## src/rtl/sc_cpu_pkg.sv

```systemverilog
// Shared types for the single-cycle CPU: FSM state, next-PC select, reset PC.
// Latency: n/a (types and constants only).
// Backpressure: n/a.
package sc_cpu_pkg;

   typedef enum logic {
      ST_RUN  = 1'b0,
      ST_HALT = 1'b1
   } pc_state_t;

   typedef enum logic [1:0] {
      NPC_SEQ = 2'd0,
      NPC_BR  = 2'd1,
      NPC_J   = 2'd2,
      NPC_JR  = 2'd3
   } npc_sel_t;

   localparam logic [31:0] DEF_RESET_PC = 32'h0000_0000;

   // Branch displacement in bytes: sign-extended word offset.
   function automatic logic [31:0] br_offset(input logic [15:0] imm);
      return {{14{imm[15]}}, imm, 2'b00};
   endfunction

endpackage

```

## src/rtl/sc_npc_mux.sv

```systemverilog
// Next-PC priority select (JR > J/JAL > branch > sequential) and redirect flag.
// Latency: purely combinational.
// Backpressure: none; the caller gates the result with its own FSM state.
module sc_npc_mux
   import sc_cpu_pkg::*;
(
   input  logic [31:0] pc_plus4,
   input  logic        beq,
   input  logic        bne,
   input  logic        blez,
   input  logic        jmp,
   input  logic        jal,
   input  logic        jr,
   input  logic        equal,
   input  logic        rs_le_zero,
   input  logic [15:0] imm16,
   input  logic [25:0] target26,
   input  logic [31:0] reg_rs,
   output logic [31:0] next_pc,
   output logic        taken
);

   npc_sel_t sel;

   always_comb begin
      sel = NPC_SEQ;
      if (jr)
         sel = NPC_JR;
      else if (jmp || jal)
         sel = NPC_J;
      else if ((beq && equal) || (bne && !equal) || (blez && rs_le_zero))
         sel = NPC_BR;
   end

   always_comb begin
      next_pc = pc_plus4;
      case (sel)
         NPC_JR:  next_pc = reg_rs & ~32'h0000_0003;
         NPC_J:   next_pc = {pc_plus4[31:28], target26, 2'b00};
         NPC_BR:  next_pc = pc_plus4 + br_offset(imm16);
         default: next_pc = pc_plus4;
      endcase
   end

   assign taken = (sel != NPC_SEQ);

endmodule

```

## src/rtl/sc_pc_unit.sv

```systemverilog
// PC register, RUN/HALT syscall FSM and optional statistics (SC_PC_STATS_EN).
// Latency: next PC is combinational, PC updates on the next enabled edge; no delay slot.
// Backpressure: En=0 freezes PC, state and counters; HALT waits for a Go pulse.
module sc_pc_unit
   import sc_cpu_pkg::*;
#(
   parameter logic [31:0] RESET_PC = DEF_RESET_PC,
   parameter int          IMEM_AW  = 10,
   parameter int          CNT_W    = 32
)(
   input  logic [4:0]         LOGISIM_CLOCK_TREE_0,
   input  logic               Reset_n,
   input  logic               En,
   input  logic               Beq,
   input  logic               Bne,
   input  logic               BLEZ,
   input  logic               JMP,
   input  logic               JAL,
   input  logic               JR,
   input  logic               SysCALL,
   input  logic               Equal,
   input  logic               RsLeZero,
   input  logic               SysHalt,
   input  logic               Go,
   input  logic [15:0]        Imm16,
   input  logic [25:0]        Target26,
   input  logic [31:0]        RegRs,
   output logic [31:0]        PC,
   output logic [31:0]        PC_plus4,
   output logic [IMEM_AW-1:0] IMemAddr,
   output logic               Halted,
   output logic               Taken,
   output logic [CNT_W-1:0]   CycleCnt,
   output logic [CNT_W-1:0]   BranchCnt
);

   logic        clk;
   logic        unused_clk_tree;
   logic [31:0] pc_q;
   logic [31:0] npc;
   logic        mux_taken;
   pc_state_t   state;

   assign clk             = LOGISIM_CLOCK_TREE_0[0];
   assign unused_clk_tree = ^LOGISIM_CLOCK_TREE_0[4:1];

   assign PC       = pc_q;
   assign PC_plus4 = pc_q + 32'd4;
   assign IMemAddr = pc_q[IMEM_AW+1:2];
   assign Halted   = (state == ST_HALT);
   // Redirects only count in RUN and never while reset is held.
   assign Taken    = Reset_n && (state == ST_RUN) && mux_taken;

   sc_npc_mux u_npc_mux (
      .pc_plus4   (PC_plus4),
      .beq        (Beq),
      .bne        (Bne),
      .blez       (BLEZ),
      .jmp        (JMP),
      .jal        (JAL),
      .jr         (JR),
      .equal      (Equal),
      .rs_le_zero (RsLeZero),
      .imm16      (Imm16),
      .target26   (Target26),
      .reg_rs     (RegRs),
      .next_pc    (npc),
      .taken      (mux_taken)
   );

   always_ff @(posedge clk or negedge Reset_n) begin
      if (!Reset_n) begin
         pc_q  <= RESET_PC;
         state <= ST_RUN;
      end else if (En) begin
         case (state)
            ST_RUN: begin
               // A halting syscall parks the PC on itself; Go is not sampled here.
               if (SysCALL && SysHalt)
                  state <= ST_HALT;
               else
                  pc_q <= npc;
            end
            ST_HALT: begin
               if (Go) begin
                  pc_q  <= PC_plus4;
                  state <= ST_RUN;
               end
            end
         endcase
      end
   end

`ifdef SC_PC_STATS_EN
   logic [CNT_W-1:0] cycle_cnt_q;
   logic [CNT_W-1:0] branch_cnt_q;

   always_ff @(posedge clk or negedge Reset_n) begin
      if (!Reset_n) begin
         cycle_cnt_q  <= '0;
         branch_cnt_q <= '0;
      end else if (En && (state == ST_RUN)) begin
         cycle_cnt_q <= cycle_cnt_q + CNT_W'(1);
         if (Taken)
            branch_cnt_q <= branch_cnt_q + CNT_W'(1);
      end
   end

   assign CycleCnt  = cycle_cnt_q;
   assign BranchCnt = branch_cnt_q;
`else
   assign CycleCnt  = '0;
   assign BranchCnt = '0;
`endif

endmodule

```

## config.mk

```make
export PLATFORM = sky130hd
export DESIGN_NAME = sc_pc_unit
export DESIGN_NICKNAME = d
export VERILOG_FILES = /design/src/rtl/sc_cpu_pkg.sv /design/src/rtl/sc_npc_mux.sv /design/src/rtl/sc_pc_unit.sv
export SDC_FILE = /design/constraint.sdc
export NUM_CORES = 1
export LEC_CHECK = 0
export ABC_CLOCK_PERIOD_IN_PS = 4550
export BUFFER_PORTS_ARGS = -buffer_cell sky130_fd_sc_hd__buf_2
export CAP_MARGIN = 0
export CORE_ASPECT_RATIO = 0.5
export CORE_UTILIZATION = 25
export CTS_CLUSTER_SIZE = 10
export DETAILED_ROUTE_END_ITERATION = 7
export SYNTH_ARGS = -nofsm -noshare
export SYNTH_HDL_FRONTEND = slang
export SYNTH_SLANG_ARGS = --single-unit
```

## constraint.sdc

```tcl
create_clock -name LOGISIM_CLOCK_TREE_0 -period 4.55 [get_ports LOGISIM_CLOCK_TREE_0]
set_input_delay 0.91 -clock LOGISIM_CLOCK_TREE_0 [delete_from_list [all_inputs] [get_ports LOGISIM_CLOCK_TREE_0]]
set_output_delay 0.91 -clock LOGISIM_CLOCK_TREE_0 [all_outputs]
set_load 0.05 [all_outputs]
```

Yosys cells after proc, flatten, opt, wreduce, memory -nomap -nowiden:

Cells that the tools add are included.

* register bits: 33
* output and inout bits: 140
* input port bits: 92
* word-level logic and storage cells: 32

* mux-type cells: 10
* $add $sub $neg: 2
* equality and inequality tests: 5
* bitwise logic cells: 1
* reduce and logical (&&, ||, !) cells: 12

Operator list (number)
* $pmux 32 s3: 1
* $mux 32: 2
* $pmux 32 s2: 1
* $add 32x3->32 const B: 1
* $add 32x32->32: 1
* $logic_and 1x1->1: 6
* $eq 2x2->1 const B: 2
* $mux 2: 2
* $ne 2x2->1 const B: 2
* $logic_or 1x1->1: 3
* $mux 1: 3
* $reduce_and 3->1: 1
* $eq 2x1->1 const B: 1
* $pmux 1 s2: 1
* $reduce_bool 2->1: 1
* $logic_not 1->1: 1
* $not 1->1: 1

Longest topological paths before layout:

Gate-level depths: netlist of run 1.

* depth in word-level cells: 11
* depth in mapped cells: 18
* gate-level depth less buffers: 17

Hierarchy:

Synthesis of run 1 repeated with hierarchy kept, for this count alone.

* cells, all modules: 668
* area, all modules: 5036.1 um^2

By module, submodules not included
* sc_pc_unit: instances 1, sequential area each 825.8 um^2, area each 2792.7 um^2, cells each 324
* sc_npc_mux: instances 1, sequential area each 0.0 um^2, area each 2243.4 um^2, cells each 344

Least setup slack after synthesis of run 1:

Ideal clock, no wire load.

* path type: flip-flop to flip-flop
* from: reg pc_q[2], in the netlist PC[2]
* to: reg pc_q[28], in the netlist PC[28]
* required time: 4.472 ns
* stages on the path, launching flop included: 18
* buffers on the path: 1
* period minus slack after synthesis: 4.966 ns
* slack: -0.416 ns
* library setup time: 0.078 ns
* arrival time: 4.889 ns
* cells stage by stage: dfrtp_1 -> ha_1 -> nand4_1 -> nor2_1 -> nand2_1 -> nor3_1 -> nand3_1 -> xnor2_1 -> ha_1 -> clkbuf_1 -> nand2_1 -> o21ai_0 -> a21o_1 -> a211oi_1 -> o221ai_1 -> xnor2_1 -> or3_1 -> a21oi_1

* cells in the longest elaborated chain, start to end: 5
* elaborated cells on any way between the ends: 6
* those cells by class: add/sub (2); mux (4)

Ends and longest elaborated chain
* start: declaration: RTL line sc_pc_unit.sv:39 `logic [31:0] pc_q;`
* start signal: assignment: RTL line sc_pc_unit.sv:82 `pc_q <= npc;`
* start signal: assignment: RTL line sc_pc_unit.sv:86 `pc_q <= PC_plus4;`
* $add 32x3->32: RTL line sc_pc_unit.sv:48 `assign PC_plus4 = pc_q + 32'd4;`
* net PC_plus4[22]: RTL line sc_pc_unit.sv:29 `output logic [31:0] PC_plus4,`
* $add 32x32->32: RTL line sc_npc_mux.sv:40 `NPC_BR: next_pc = pc_plus4 + br_offset(imm16);`
* $pmux 32 s3: RTL line sc_npc_mux.sv:37 `case (sel)`
* $mux 32: RTL line sc_pc_unit.sv:79 `if (SysCALL && SysHalt)`
* $pmux 32 s2: RTL line sc_pc_unit.sv:76 `case (state)`

The timed path passes the listed nets, and every way through them passes these cells. The select of a mux whose other input is x is not followed.
A chain may end at the register's enable or synchronous reset.

Final worst setup path of run 1:

* from: reg pc_q[2], in the netlist PC[2]
* to: reg pc_q[27], in the netlist PC[27]

* cells in the longest elaborated chain, start to end: 5
* elaborated cells on any way between the ends: 6
* those cells by class: add/sub (2); mux (4)

Ends and longest elaborated chain (RTL line)
* $add 32x3->32 *: sc_pc_unit.sv:48
* $add 32x32->32: sc_npc_mux.sv:40
* $pmux 32 s3: sc_npc_mux.sv:37
* $mux 32: sc_pc_unit.sv:79
* $pmux 32 s2 *: sc_pc_unit.sv:76

Every way passes the cells marked *; elsewhere a longest branch is shown, timed or not. The select of a mux whose other input is x is not followed.

==> run summary, run 1 <==
The async set-or-reset flop fraction in the synthesized netlist works out to 1.00. The fraction of final layout cells with drive strength greater than 1 is 0.245, and the share of the clock period used by the worst path after layout is 0.931. VDD sags by at most 0.200 mV. The first detailed-routing pass ran for 5 iterations. The logs give 0.259 for the initial cell density of the core and 671 for the count of mapped cells out of synthesis.

The tree is rooted in a sky130_fd_sc_hd__clkbuf_16. For the final routed database, the setup TNS stands at 0 ns. In the synthesized netlist the dominant register cell turns out to be sky130_fd_sc_hd__dfrtp_1. For the routability-driven placement congestion ratio, the log shows 0.893. The setup violation total in the final timing report is 0, and the achievable frequency is 236 MHz. Setup repair after global routing left no endpoint under its margin. In this run the power density over the cells is 625 nW/um2. The detail route stage leaves a number of antenna-violating nets equal to 0. Walking the worst path, the cells encountered are ha_1 -> nand4_1 -> nor2_1 -> buf_4 -> nand4_1 -> xnor2_2 -> ha_1 -> nand2_1 -> a2111o_1 -> a21boi_2 -> a31oi_1 -> o31ai_1 -> o21ai_1 -> or4b_1 -> nand4_1.

Summed over all layers, the routed wires come to 16700 um. Post-CTS repair changed the size of 0 cells. The library cell used most frequently in the layout, excluding fill and tap cells, is sky130_fd_sc_hd__buf_2. Leaving out fill and tap cells, the most frequent cells in the layout are sky130_fd_sc_hd__buf_2, sky130_fd_sc_hd__conb_1, sky130_fd_sc_hd__nand2_1. Number of max-slew violations in the final report: 0.

The leakage power total is 2.77 nW. Summed over all instances, the cell type with the most area after synthesis is sky130_fd_sc_hd__dfrtp_1. At the pin with the least slew margin, the transition time is 1.02 ns. The clock arrives with 0.00532 ns of skew.

The flow ran to the end, and the final reports show no timing, DRC or antenna violations. In the post-synthesis netlist, the biggest area contributors are sky130_fd_sc_hd__dfrtp_1, sky130_fd_sc_hd__buf_4, sky130_fd_sc_hd__ha_1. The mapped netlist covers 4830 um2. Number of diodes: 0. TritonCTS built the clock tree.

Number of storage elements in the synthesis netlist: 31. The worst hold slack was 0.563 ns; the die height was 100 um. The core region is 18700 um2. For this run, design rule violations remaining after detail routing come to 0. Entering global routing, the biggest net connects 34 pins. The area growth from synthesis to layout came out at 20.0%.

The tools report the count of endpoints failing hold in the final timing report as 0. The slowest stage of the critical path belongs to the cell sky130_fd_sc_hd__or4b_1. The number of hold buffers added after cts is 0. The distinct cell type count of the synthesized netlist is 61, and the count of maximum capacitance violations is 0. The shortest period the worst path allows was 4.24 ns. On the worst path, the slowest cell contributes a delay of 0.49 ns.

The largest fanout of any net on the critical path was 7; the total I/O pin count was 232. The total setup buffers inserted after CTS came out at 0. After global routing the overflow that remains totals 0. The first global-routing pass estimated 25100 um of wire. STA classifies the critical path startpoint as a flop. For the total via count after detailed routing, the log shows 5224.

The area share of the largest cell type after synthesis works out to 0.161. The count of input and output buffers came out at 157. Yosys printed 0 warnings.

By instance count, the cell type seen most on the critical path is sky130_fd_sc_hd__nand4_1. For the initial antenna violation count, the log shows 0. The total routing usage reported by global routing was 0.161. The class of the most critical setup path was flop to flop. The clock input transition at the sequential cells of the worst setup and hold paths works out to 0.06 ns. The via density per instance is 4.88, and the number of global-route vias before repair is 4627. Once detailed placement completed, the half-perimeter wirelength came to 13100 um. The die covers 19900 um2. The class of the tightest hold or removal check was flop to flop. Yosys mapped a number of flops with a built-in enable equal to 0. The net count of the finished layout is 937. Averaged over all synthesized cells, the footprint is 7.20 um2.

The logs give 5 for the total clock buffers created by CTS and 0.320 for the worst max-slew margin expressed relative to the limit. Measured along the x axis, the die boundary spans 199 um. The clock net in this run drives a total of 31 sinks. The tools report the sort of element at the end of the critical path as a flop. The sequential share of the synthesized area came out at 0.161. For the worst setup path, the data required time is 4.77 ns. The clock passes through at most 2 buffers.

The worst-skew pair later-pin latency was 0.28 ns. The number of levels in the clock H-tree is 2, and the detailed router's first-iteration violation count is 363. Data arrives at the worst endpoint at 4.45 ns. The run gives 35 as the number of rows created at floorplan. The post-detailed-route wirelength per cell is 15.6 um.
## worst max-delay path: cells and delay by family, from the launching register on
family                   cells  cell delay [ns]
XOR/XNOR                     1             0.20
flip-flops                   1             0.48
AO/OA/AOI/OAI                5             1.45
buffers and inverters        1             0.17
adder cells (fa/ha/maj)      2             0.72
AND/OR/NAND/NOR              6             1.15
## power breakdown
group          switching [mW]  internal, mW
Combinational            1.98         0.779
Sequential              0.169         0.370
Clock                   0.126         0.202
Total                    2.27          1.35
## sequential cells by signal (all words and copies together), names as in the netlist
signal and count:
PC 30, Halted 1
## worst paths after layout
| path | slack (ns) | startpoint | depth (start not counted) | to |
|---|---|---|---|---|
| max | 0.31 | PC[2] | 15 | PC[27] |
| min in group asynchronous | 0.71 | Reset_n | 2 | PC[11] |
| min | 0.56 | PC[23] | 2 | PC[23] |
| min reg2reg | 0.56 | PC[23] | 2 | PC[23] |
| max reg2reg | 0.31 | PC[2] | 15 | PC[27] |
| max in group asynchronous | 3.51 | Reset_n | 2 | PC[15] |
## stage by stage
| step | setup slack (ns) | power [mW] | instance area, um2 | utilization | instances |
|---|---|---|---|---|---|
| after global routing | 0.0524 | 3.86 | 5800 | 0.311 | 1070 |
| after floorplan | -0.0654 | 2.69 | 5110 | - | 738 |
| after CTS | 0.348 | 3.62 | 5800 | 0.311 | 1070 |
| final | 0.312 | 3.62 | 5800 | 0.311 | 1070 |
| after detailed placement | 0.388 | 3.28 | 5660 | 0.303 | 1062 |
| after global placement | 0.420 | 3.26 | 5660 | 0.303 | 1062 |
## logic make-up (layout without fill, tap and decap cells)
family	count (synthesis)	after routing	synth area share
adder cells (fa/ha/maj)	35	35	0.0922
AO/OA/AOI/OAI	213	213	0.274
XOR/XNOR	52	52	0.0943
flip-flops	31	31	0.161
multiplexers	1	1	0.00207
buffers and inverters	130	203	0.162
other	1	68	0.000776
AND/OR/NAND/NOR	208	208	0.214
## final cells by class
type                       instances  area [um2]
timing repair buffer             177         936
inverter                          18        67.6
clock inverter                     1        5.00
clock buffer                       7         133
fill                            2060       12900
multi-input combinational        577        3560
sequential                        31         776
tap                              259         324
## Yosys cell counts (all sizes together), types with 4 or more instances
library cell / instances
buf: 80
a21oi: 64
nand2: 64
o21ai: 58
nor2: 53
ha: 34
clkbuf: 32
xnor2: 32
dfrtp: 31
xor2: 20
nand3: 19
inv: 18
and3: 16
nor3: 14
a21o: 13
nand4: 12
a31oi: 11
o211ai: 9
a22oi: 8
a221oi: 7
nand2b: 7
o22ai: 6
a211oi: 4
o21bai: 4
o31ai: 4
or3: 4
## layer usage
layer | vias up | wire [um] | track usage
li1 | 2552 | - | -
met1 | 2465 | 7270 | 0.216
met2 | 186 | 8160 | 0.278
met3 | 21 | 947 | 0.0118
met4 | 0 | 297 | 0.0426
met5 | - | 0 | 0
Power figures use the tool's default switching activity.
==> inputs of run 2 (changes only) <==
--- a/config.mk
+++ b/config.mk
@@ -7,2 +7,3 @@
 export LEC_CHECK = 0
+export ABC_AREA = 1
 export ABC_CLOCK_PERIOD_IN_PS = 4550
@@ -10,3 +11,3 @@
 export CAP_MARGIN = 0
-export CORE_ASPECT_RATIO = 0.5
+export CORE_ASPECT_RATIO = 0.8
 export CORE_UTILIZATION = 25
==> constraint.sdc (replaced) <==
create_clock -name LOGISIM_CLOCK_TREE_0 -period 4.55 [get_ports LOGISIM_CLOCK_TREE_0]
set_input_delay 0.2275 -clock LOGISIM_CLOCK_TREE_0 [delete_from_list [all_inputs] [get_ports LOGISIM_CLOCK_TREE_0]]
set_output_delay 0.2275 -clock LOGISIM_CLOCK_TREE_0 [all_outputs]
set_load 0.05 [all_outputs]
==> run summary, run 2 <==
The run gives 39 as the distinct cell type count of the synthesized netlist. Sort of element at the end of the critical path: a flop. The number of hold buffers added after cts came out at 1. Clock tree synthesis selected as its root buffer the cell sky130_fd_sc_hd__clkbuf_16. The class of the most critical setup path is flop to flop. In the synthesized netlist the dominant register cell turns out to be sky130_fd_sc_hd__dfrtp_1. In the final design database the tool counted 1240 nets. In this run the deepest clock path goes through 2 buffers.

The count of mapped cells out of synthesis is 973, and the number of inserted filler cells in the final layout is 2519. Once the clock tree was built, the setup fixing pass inserted 0 buffers. After layout, the design draws a total of 3.39 mW. Fraction of final layout cells with drive strength greater than 1: 0.171. The pre-CTS worst setup slack was 0.990 ns; the net switching power was 2.19 mW. The worst register-to-register path has a depth of 20. The tools report the total via count after detailed routing as 6364.

The tool flagged a number of max-cap violations equal to 0. The placeable core region came out at 21700 um2. For this run, design rule violations remaining after detail routing come to 0. Yosys mapped a number of flops with a built-in enable equal to 0. Detailed placement ended at an HPWL of 18200 um. Entering global routing, the biggest net connects 43 pins. The total I/O pin count is 232. The endpoint of the worst setup timing path is PC[26]. For flop-to-flop paths, the worst setup slack is 0.86 ns. The detailed router's first-iteration violation count is 540, and the proportion of total power due to net switching is 0.646. The clock sink total is 31, and the worst-skew pair later-pin latency is 0.28 ns. The critical path launch point type was a flop.

TritonCTS built the clock tree. Sorting the synthesized cells by how often they occur yields sky130_fd_sc_hd__nand2_1, sky130_fd_sc_hd__inv_1, sky130_fd_sc_hd__nor2_1, sky130_fd_sc_hd__buf_4, sky130_fd_sc_hd__nand3_1. For the worst max-slew margin expressed relative to the limit, the log shows 0.343. For the clock share of power, the log shows 0.108.

The global-route wire length before repair is 32100 um. In this run the cell area of the synthesized design comes to 5570 um2. The count of buffers added on input and output ports is 157.

The congestion estimate from routability-driven global placement came to 0.969. The tools report the final wirelength as 21700 um. The number of global-route vias before repair is 5688, and the met1 wire length is 10300 um. The initialized floorplan defines 48 standard-cell rows.

The initial antenna violation count is 0, and the width of the chip is 169 um. Data on the critical path is required at its endpoint by 4.73 ns. For the total met3 wirelength after detailed routing, the log shows 2170 um.

The most critical setup path has its startpoint at PC[3]. The power per cell area is 519 nW/um2, and the number of diodes is 0. The clock arrives with 0.00770 ns of skew. Synthesis inferred 31 register bits. Topmost layer with routed signal wires: met5. The class of the tightest hold or removal check was input pin to flop.

A synthesized cell averages 5.73 um2. Along the worst path, the maximum fanout reaches 5. Wire segments on met2 add up to 9020 um in the final route.

Leakage power total: 3.74 nW. Share of the clock period used by the worst path after layout: 0.810. The sequential share of power was 0.146. The die height is 136 um. The register with the most flip-flops in the layout has 30 of them.

After clock tree synthesis, the clock-pin slew on the worst setup and hold paths is 0.06 ns. The slew at the pin with the worst max-slew slack came out at 0.984 ns. The run finished with clean final reports. Setup repair after global routing left no endpoint under its margin. After detailed routing, the average wire length per cell comes to 15.3 um. Global routing finished with a remaining overflow of 0. The count of endpoints failing hold in the final timing report was 0.

The endpoint identified for the worst register-to-register timing path is PC[26]. Via density per instance: 4.50. In this run the most critical hold path is launched from En. Subtracting the final worst setup slack from the clock period gives 3.69 ns. The total negative slack came out at 0 ns. Final hold analysis gives a worst-case slack of 0.203 ns. The worst hold path depth came out at 3. The run gives 0.301 as the post-route core utilization. The tools report the origin of the critical flop-to-flop path as PC[3]. Setup violations remaining at the end of the flow were counted as 0. The async set-or-reset flop fraction in the synthesized netlist works out to 1.00. STA puts the critical path data arrival time at 3.86 ns. The H-tree was split into 2 levels. For the achievable frequency, the log shows 271 MHz.

The total clock buffers created by CTS is 5, and the number of gates given a new drive strength after cts is 0. In the layout the commonest cells are sky130_fd_sc_hd__nand2_1, sky130_fd_sc_hd__buf_2, sky130_fd_sc_hd__inv_1. After synthesis, the cell types taking the most area are sky130_fd_sc_hd__nand2_1, sky130_fd_sc_hd__dfrtp_1, sky130_fd_sc_hd__buf_4. The most common cell after layout, fill and taps aside is sky130_fd_sc_hd__nand2_1.

Before antenna repair, the detailed router went through 6 iterations. The largest voltage drop on the vdd net was 0.214 mV. Internal power comes to 1.20 mW.

Of all cell types, the one taking the most synthesized area is sky130_fd_sc_hd__nand2_1. The tools report the total routing usage reported by global routing as 0.185. Yosys instantiated no cell more often than sky130_fd_sc_hd__nand2_1. The antenna violation net count after detailed routing is 0. The area share of the largest cell type after synthesis is 0.224. The Yosys step of the flow raised 0 warnings. For the sequential share of the synthesized area, the log shows 0.139. Initial cell density of the core: 0.256.

The die covers 22900 um2. For the number of max-slew violations in the final report, the log shows 0. The logs give 0.746 for the part of the power in combinational logic and 0.862 ns for the final critical-path setup slack. Relative to the synthesized area, the layout overhead comes to 17.2%.
-- run 2: cell types whose count changed after synthesis, moves of 8 or more --
cell | before | now
sky130_fd_sc_hd__a21o_1 | 13 | 2
sky130_fd_sc_hd__a21oi_1 | 64 | 50
sky130_fd_sc_hd__a22oi_1 | 8 | 0
sky130_fd_sc_hd__a31oi_1 | 11 | 1
sky130_fd_sc_hd__and3_1 | 16 | 1
sky130_fd_sc_hd__clkbuf_1 | 32 | 12
sky130_fd_sc_hd__inv_1 | 18 | 131
sky130_fd_sc_hd__nand2_1 | 64 | 332
sky130_fd_sc_hd__nand3_1 | 18 | 53
sky130_fd_sc_hd__nand4_1 | 11 | 20
sky130_fd_sc_hd__nor2_1 | 51 | 87
sky130_fd_sc_hd__o21ai_0 | 56 | 40
sky130_fd_sc_hd__xnor2_1 | 32 | 4
-- run 2: worst min path at each step --
stage	end	slack, ns
after CTS	Halted	0.20
after global placement	Halted	0.29
after global routing	Halted	0.21
after detailed placement	Halted	0.29
final	Halted	0.20
after floorplan	Halted	-0.07
-- run 2: cell families (layout without fill, tap and decap cells) --
group	after synthesis	after routing	synth area share
simple gates	524	524	0.397
buf+inv	231	305	0.210
compound gates	131	131	0.140
fa+ha+maj	35	35	0.0799
flops	31	31	0.139
xor+xnor	20	20	0.0328
other cells	1	68	0.000673
-- run 2: worst max-delay path: stages, from the launching register on --
cell	delay (ns)
sky130_fd_sc_hd__dfrtp_1	0.41
sky130_fd_sc_hd__ha_1	0.27
sky130_fd_sc_hd__nand2_1	0.09
sky130_fd_sc_hd__inv_1	0.08
sky130_fd_sc_hd__nand2_1	0.13
sky130_fd_sc_hd__nor2_1	0.42
sky130_fd_sc_hd__nand4_1	0.23
sky130_fd_sc_hd__xor2_1	0.24
sky130_fd_sc_hd__inv_1	0.11
sky130_fd_sc_hd__ha_1	0.38
sky130_fd_sc_hd__nand2_1	0.13
sky130_fd_sc_hd__nor2_1	0.15
sky130_fd_sc_hd__inv_1	0.10
sky130_fd_sc_hd__nor3_1	0.24
sky130_fd_sc_hd__nand3_1	0.19
sky130_fd_sc_hd__nand3_1	0.12
sky130_fd_sc_hd__nand2_1	0.05
sky130_fd_sc_hd__nand3_1	0.07
sky130_fd_sc_hd__nand2_1	0.05
sky130_fd_sc_hd__nand2_1	0.07
sky130_fd_sc_hd__nand2_1	0.05
-- run 2: metrics by stage --
stage / area (um2) / instances
floorplan: 5830 / 1040
global placement: 6360 / 1405
detailed placement: 6360 / 1405
CTS: 6540 / 1414
global route: 6540 / 1414
finish: 6540 / 1414
-- run 2: area by class of cell --
cell class                      instances  area (um2)  share of cell area
Inverter                              132         495              0.0758
Timing Repair Buffer                  165         848               0.130
Multi-Input combinational cell        778        3880               0.594
Tap cell                              300         375              0.0574
Clock buffer                            7         153              0.0234
Clock inverter                          1        7.51             0.00115
Sequential cell                        31         776               0.119
-- run 2: metal layers --
metal	GRT usage	vias to the layer above
met5	0.0217	-
met4	0.0157	2
met3	0.0467	6
met2	0.283	283
met1	0.265	2837
li1	-	3236
-- run 2: power by group through the flow --
stage	Clock, mW	Combinational [mW]	Sequential, mW
after global placement	0	2.50	0.495
after floorplan	0	1.70	0.743
after global routing	0.383	2.75	0.510
after detailed placement	0	2.51	0.496
after CTS	0.372	2.52	0.492
final	0.367	2.53	0.495
